`src/rtl/isa_pkg.sv`:
```
// isa_pkg -- instruction-set constants shared by the front end.
//
// Contents:
//   OP_*            5-bit major opcodes carried in instr[OP_MSB:OP_LSB]
//   OP_MSB/OP_LSB   opcode field position
//   TGT_MSB         top bit of the absolute jump target field instr[TGT_MSB:0]
//   itype_e         instruction-type encoding (R=00, I=01, J1=10, J2=11)
//   opcode_of()     extracts the opcode field of a 32-bit word
//   is_jump()       true when a word is an unconditional absolute jump (OP_J)
package isa_pkg;

    localparam int OP_MSB  = 31;
    localparam int OP_LSB  = 27;
    localparam int TGT_MSB = 26;

    localparam logic [4:0] OP_ALU = 5'b00000;
    localparam logic [4:0] OP_J   = 5'b00001;
    localparam logic [4:0] OP_JAL = 5'b00010;
    localparam logic [4:0] OP_BR  = 5'b00011;
    localparam logic [4:0] OP_LD  = 5'b00100;
    localparam logic [4:0] OP_ST  = 5'b00101;

    typedef enum logic [1:0] {
        ITYPE_R  = 2'b00,
        ITYPE_I  = 2'b01,
        ITYPE_J1 = 2'b10,
        ITYPE_J2 = 2'b11
    } itype_e;

    function automatic logic [4:0] opcode_of(input logic [31:0] instr);
        return instr[OP_MSB:OP_LSB];
    endfunction

    function automatic logic is_jump(input logic [31:0] instr);
        return opcode_of(instr) == OP_J;
    endfunction

endpackage

```
`src/rtl/fetch_fifo.sv`:
```
// fetch_fifo -- synchronous DEPTH-entry FIFO holding fetched {pc, instr} pairs.
//
// Parameters:
//   WIDTH  entry width in bits
//   DEPTH  number of entries; power of two, >= 2
// Ports:
//   clock   in   rising-edge clock
//   reset   in   asynchronous, active-high
//   push    in   write din at the tail (ignored on flush or when full without pop)
//   pop     in   drop the head entry (ignored when empty)
//   flush   in   empty the FIFO; wins over push and pop
//   din     in   entry to write
//   head    out  oldest entry; all zeros when empty
//   count   out  number of valid entries (0..DEPTH)
//   empty   out  count == 0
module fetch_fifo #(
    parameter int WIDTH = 64,
    parameter int DEPTH = 2
) (
    input  logic                     clock,
    input  logic                     reset,
    input  logic                     push,
    input  logic                     pop,
    input  logic                     flush,
    input  logic [WIDTH-1:0]         din,
    output logic [WIDTH-1:0]         head,
    output logic [$clog2(DEPTH):0]   count,
    output logic                     empty
);

    localparam int AW = $clog2(DEPTH);
    localparam int CW = AW + 1;

    logic [WIDTH-1:0] mem [DEPTH];
    logic [AW-1:0]    rd_ptr_q;
    logic [AW-1:0]    wr_ptr_q;
    logic [CW-1:0]    count_q;
    logic             full;
    logic             do_push;
    logic             do_pop;

    assign empty   = (count_q == '0);
    assign full    = (count_q == CW'(DEPTH));
    assign do_pop  = pop & ~empty;
    // A push into a full FIFO is only legal when the head leaves the same cycle.
    assign do_push = push & ~flush & (~full | do_pop);

    // NOTE: state registers use non-blocking assignments so every flop samples
    // pre-edge values regardless of process ordering.
    always_ff @(posedge clock or posedge reset) begin
        if (reset) begin
            rd_ptr_q <= '0;
            wr_ptr_q <= '0;
            count_q  <= '0;
        end else if (flush) begin
            rd_ptr_q <= '0;
            wr_ptr_q <= '0;
            count_q  <= '0;
        end else begin
            if (do_push) wr_ptr_q <= wr_ptr_q + AW'(1);
            if (do_pop)  rd_ptr_q <= rd_ptr_q + AW'(1);
            case ({do_push, do_pop})
                2'b10:   count_q <= count_q + CW'(1);
                2'b01:   count_q <= count_q - CW'(1);
                default: ;
            endcase
        end
    end

    // NOTE: storage is deliberately not reset; count_q gates every read, so the
    // array contents never matter until written, and it can map to plain RAM/flops.
    always_ff @(posedge clock) begin
        if (do_push) mem[wr_ptr_q] <= din;
    end

    assign head  = empty ? '0 : mem[rd_ptr_q];
    assign count = count_q;

endmodule

```
`src/rtl/fetch_unit.sv`:
```
// fetch_unit -- instruction-fetch stage in front of the decoder.
//
// Owns the PC, drives a synchronous 1-cycle-latency imem, buffers returned
// words with their PCs in fetch_fifo and hands them to decode over valid/ready.
// A redirect replaces the PC and discards every queued and in-flight word.
//
// Optional feature (compile-time macro FETCH_JUMP_PREDECODE_EN):
//   captured OP_J words steer the PC to their absolute target directly,
//   costing one bubble; without it a later stage redirects instead.
//
// Parameters:
//   PC_W      PC / imem address width (word addressed)
//   RESET_PC  PC loaded on reset
//   DEPTH     queue entries; power of two, >= 2
// Ports:
//   clock           in   rising-edge clock
//   reset           in   asynchronous, active-high
//   imem_addr       out  current PC (registered)
//   imem_rdata      in   word for the address presented the previous cycle
//   redirect_valid  in   load redirect_pc and flush all wrong-path words
//   redirect_pc     in   redirect target
//   out_valid       out  queue non-empty
//   out_ready       in   decode accepts the head this cycle
//   out_instr       out  head word; 0 when empty
//   out_pc          out  PC of head word; 0 when empty
module fetch_unit
    import isa_pkg::*;
#(
    parameter int              PC_W     = 32,
    parameter logic [PC_W-1:0] RESET_PC = '0,
    parameter int              DEPTH    = 2
) (
    input  logic            clock,
    input  logic            reset,
    output logic [PC_W-1:0] imem_addr,
    input  logic [31:0]     imem_rdata,
    input  logic            redirect_valid,
    input  logic [PC_W-1:0] redirect_pc,
    output logic            out_valid,
    input  logic            out_ready,
    output logic [31:0]     out_instr,
    output logic [PC_W-1:0] out_pc
);

    localparam int CW = $clog2(DEPTH) + 1;
    localparam int EW = PC_W + 32;

    logic [PC_W-1:0] pc_q;
    logic [PC_W-1:0] pc_d;
    logic [PC_W-1:0] req_pc_q;
    logic            req_q;

    logic            pop;
    logic            push;
    logic            issue;
    logic            jump_taken;
    logic [PC_W-1:0] jump_tgt;
    logic            fifo_empty;
    logic [CW-1:0]   fifo_count;
    logic [CW:0]     credits_used;
    logic [EW-1:0]   head;

    assign pop  = out_valid & out_ready;
    assign push = req_q & ~redirect_valid;

`ifdef FETCH_JUMP_PREDECODE_EN
    assign jump_taken = push & is_jump(imem_rdata);
    assign jump_tgt   = PC_W'(imem_rdata[TGT_MSB:0]);
`else
    assign jump_taken = 1'b0;
    assign jump_tgt   = '0;
`endif

    // Queued words plus the word still in the imem pipeline, after this
    // cycle's pop. Issuing only while this is below DEPTH means a returning
    // word always has a free slot, so the queue never needs to stall imem.
    assign credits_used = {1'b0, fifo_count} + (CW+1)'(req_q) - (CW+1)'(pop);
    assign issue        = ~redirect_valid & ~jump_taken
                        & (credits_used < (CW+1)'(DEPTH));

    // NOTE: every signal written here gets a default first, so no path leaves
    // it unassigned and no latch is inferred.
    always_comb begin
        pc_d = pc_q;
        if (redirect_valid) begin
            pc_d = redirect_pc;
        end else if (jump_taken) begin
            pc_d = jump_tgt;
        end else if (issue) begin
            pc_d = pc_q + PC_W'(1);
        end
    end

    always_ff @(posedge clock or posedge reset) begin
        if (reset) begin
            pc_q     <= RESET_PC;
            req_q    <= 1'b0;
            req_pc_q <= '0;
        end else begin
            pc_q  <= pc_d;
            req_q <= issue;
            if (issue) req_pc_q <= pc_q;
        end
    end

    fetch_fifo #(
        .WIDTH (EW),
        .DEPTH (DEPTH)
    ) u_fifo (
        .clock (clock),
        .reset (reset),
        .push  (push),
        .pop   (pop),
        .flush (redirect_valid),
        .din   ({req_pc_q, imem_rdata}),
        .head  (head),
        .count (fifo_count),
        .empty (fifo_empty)
    );

    assign imem_addr = pc_q;
    assign out_valid = ~fifo_empty;
    assign out_pc    = head[EW-1:32];
    assign out_instr = head[31:0];

endmodule

```
`config.mk`:
```
export PLATFORM = sky130hd
export DESIGN_NAME = fetch_unit
export DESIGN_NICKNAME = d
export VERILOG_FILES = /design/src/rtl/isa_pkg.sv /design/src/rtl/fetch_fifo.sv /design/src/rtl/fetch_unit.sv
export SDC_FILE = /design/constraint.sdc
export NUM_CORES = 1
export LEC_CHECK = 0
export ABC_CLOCK_PERIOD_IN_PS = 5800
export CAP_MARGIN = 20
export CORE_ASPECT_RATIO = 1.2
export CORE_MARGIN = 3
export CORE_UTILIZATION = 45
export DETAILED_ROUTE_END_ITERATION = 6
export GPL_ROUTABILITY_DRIVEN = 0
export PLACE_DENSITY = 0.83
export SLEW_MARGIN = 20
export SYNTH_ARGS = -nofsm -noshare
export SYNTH_HDL_FRONTEND = slang
export SYNTH_SLANG_ARGS = --single-unit
```
`constraint.sdc`:
```
create_clock -name clock -period 5.8 [get_ports clock]
set_clock_uncertainty 0.2 [all_clocks]
set_input_delay 1.45 -clock clock [delete_from_list [all_inputs] [get_ports clock]]
set_output_delay 1.45 -clock clock [all_outputs]
set_load 0.03 [all_outputs]
```
==> reports/metrics.yaml <==
critical_path:
  cp_data_arrival_time_ns: 2.78
  crit_path_start_kind: "flop"
  crit_path_end_kind: "output port"
  critPathKind: "flop to output port"
  path_max_fanout: 50
  critPathRequiredTime_ns: 4.15
routing:
  drt_first_pass_iters: 4
  vias_per_cell: 5.27
  num_vias: 5152
  wire_per_inst_um: 18.0
  routed_wl_um: 17600
  ant_nets: 0
  drc: 0
  initialDrtViolationCount: 363
timing:
  hold_viol: 0
  rsz0062_at_grt: "false"
  fmax_mhz: 225
  slew_headroom_pct: 30.5
  worstMarginPinSlew_ns: 1.04
  min_period_ns: 4.43
  finalSetupTns_ns: 0
  report.final.slew_viol_count: 0
  setup_viol: 0
  fin_crit_sh_pct: 76.5
worst_hold_path:
  hold_path_class: "flop to flop"
layout:
  area_delta_synth_final_pct: 30.0
  nets: 816
  mostFrequentLayoutCells: "clkdlybuf4s50_1, edfxtp_1, nor2_1"
  drive_above_1_share_pct: 12.0
  final_cells: 978
  fin_area_um2: 10700
  final_common_cell: "clkdlybuf4s50_1"
  diodes: 0
floorplan:
  pin_count: 165
  fp.dieArea_um2: 20000
  start_util_pct: 46.5
  fp.coreArea_um2: 17700
  die-height_um: 154
  die_w_um: 129
  rows: 53
global_route:
  grt_antenna_before_repair: 0
  grt_pass1_vias: 5115
  grt_first_pass_wirelength_um: 27600
  grt_max_degree: 71
  grt-ovfl-total: 0
  track_usage_pct: 18.0
placement:
  port_buffers: 164
  dp.cells: 945
  placed_cell_area_um2: 10100
  place_hpwl_um: 11700
synthesis:
  async_flop_share_pct: 35.0
  synth_nets: 654
  ys.flop_type: "edfxtp_1"
  post_synth_num_cell_types: 45
  synth-seq-cells: 197
  syn_inst: 583
  synth_area_per_cell_um2: 14.1
  yosys_warnings: 0
  mappedNetlistArea_um2: 8240
  yosysSeqAreaShare_pct: 67.6
  synth_edf_count: 128
flow_run:
  cap_violations: 0
clock_tree:
  postCtsSetupBuffers: 0
  numCtsBuffers: 17
  clk_latency_ns: 0.43
  cts_tree: "yes"
  numClockSinks: 197
  ctsRootBufferMaster: "clkbuf_16"
  hold_buffers: 0
  cts-htree-levels: 4
  clk_pin_slew_ns: 0.07
  cts_resized: 0
  clk_path_buf_depth: 2
power_and_ir_drop:
  p_leak_nw: 3.79
  power.density_nw_per_um2: 401
  ir_worst_vdd_mv: 0.223
status:
  outcome: "completed"
## Yosys cell counts, drive strengths merged (4+ instances only)
library cell | count | area share [%]
and3 | 7 | 0.53
and4 | 7 | 0.77
buf | 17 | 1.4
clkbuf | 12 | 0.55
dfrtp | 69 | 21
edfxtp | 128 | 47
inv | 8 | 0.36
mux2 | 33 | 4.5
mux2i | 67 | 8.1
nand2 | 43 | 2.0
nand3 | 10 | 0.61
nand4 | 14 | 1.5
nor2 | 74 | 3.4
nor2b | 4 | 0.30
nor3 | 7 | 0.43
nor4 | 5 | 0.64
o21ai | 29 | 1.8
xnor2 | 18 | 2.1
xor2 | 13 | 1.4
## flip-flops by register name (all words and copies together) (netlist names)
signal	count
imem_addr	32
req_pc_q	32
req_q	1
u_fifo.count	2
u_fifo.mem	128
u_fifo.rd_ptr_q	1
u_fifo.wr_ptr_q	1
## path summary, 6_finish.rpt
| path | start | endpoint | slack (ns) | depth (start not counted) |
|---|---|---|---|---|
| worst min-delay path | req_pc_q[26]$_DFFE_PP0P_ | u_fifo.mem[0][58]$_DFFE_PP_ | 0.27 | 0 |
| worst max register to register | u_fifo.count[1]$_DFFE_PP0P_ | req_pc_q[6]$_DFFE_PP0P_ | 2.04 | 10 |
| worst min register to register | req_pc_q[26]$_DFFE_PP0P_ | u_fifo.mem[0][58]$_DFFE_PP_ | 0.27 | 0 |
| max in group asynchronous | reset | req_pc_q[26]$_DFFE_PP0P_ | 3.18 | 3 |
| min in group asynchronous | reset | imem_addr[4]$_DFFE_PP0P_ | 1.31 | 2 |
| worst max-delay path | u_fifo.count[1]$_DFFE_PP0P_ | out_pc[16] | 1.37 | 4 |
## cell families (layout without fill, tap and decap cells)
group | Yosys count | count (layout) | synth area share, %
adders and majority gates | 3 | 3 | 0.547
AOI/OAI and AO/OA | 37 | 37 | 2.45
buffers and inverters | 37 | 212 | 2.31
xor gates and xnor gates | 31 | 31 | 3.52
DFF | 197 | 197 | 67.6
muxes | 100 | 100 | 12.7
and+or+nand+nor | 178 | 178 | 10.9
## critical path, stage by stage, from the launching register on
cell and delay, ns:
dfrtp_1 0.55, nor2_4 0.45, buf_4 0.53, nor2_1 0.15, clkdlybuf4s50_1 0.63
## layout make-up
| class | instances | area, um2 |
|---|---|---|
| sequential | 197 | 5570 |
| clock buffer | 18 | 439 |
| timing repair buffer | 172 | 1710 |
| tap | 220 | 275 |
| inverter | 8 | 30.0 |
| clock inverter | 14 | 163 |
| fill | 1336 | 7000 |
| multi-input combinational | 349 | 2510 |
## per-stage QoR
stage | hold slack, ns | worst slack (ns) | util [%] | total power, mW
after CTS | 0.274 | 1.31 | 60.4 | 4.33
after detailed placement | 0.256 | 0.991 | 57.0 | 3.12
final | 0.268 | 1.37 | 60.5 | 4.29
after global placement | 0.250 | 1.05 | 56.9 | 3.08
after global routing | 0.288 | 1.17 | 60.5 | 4.48
after floorplan | 0.238 | 0.686 | - | 2.69
## report_power, final
part	internal (mW)	switching (mW)	leakage, nW
sequential	1.83	0.201	2.00
combinational	0.469	0.594	1.50
clock	0.662	0.529	0.301
total	2.96	1.32	3.79
## layer usage
layer,share of wire (%),wire length (um),GRT usage [%],vias up
met1,42,7450,23.2,2516
met3,5.4,953,4.59,31
met4,2.1,366,6.49,0
met2,50,8840,29.5,170
li1,-,-,-,2435
met5,0,0,0,-
Power figures use the tool's default switching activity.
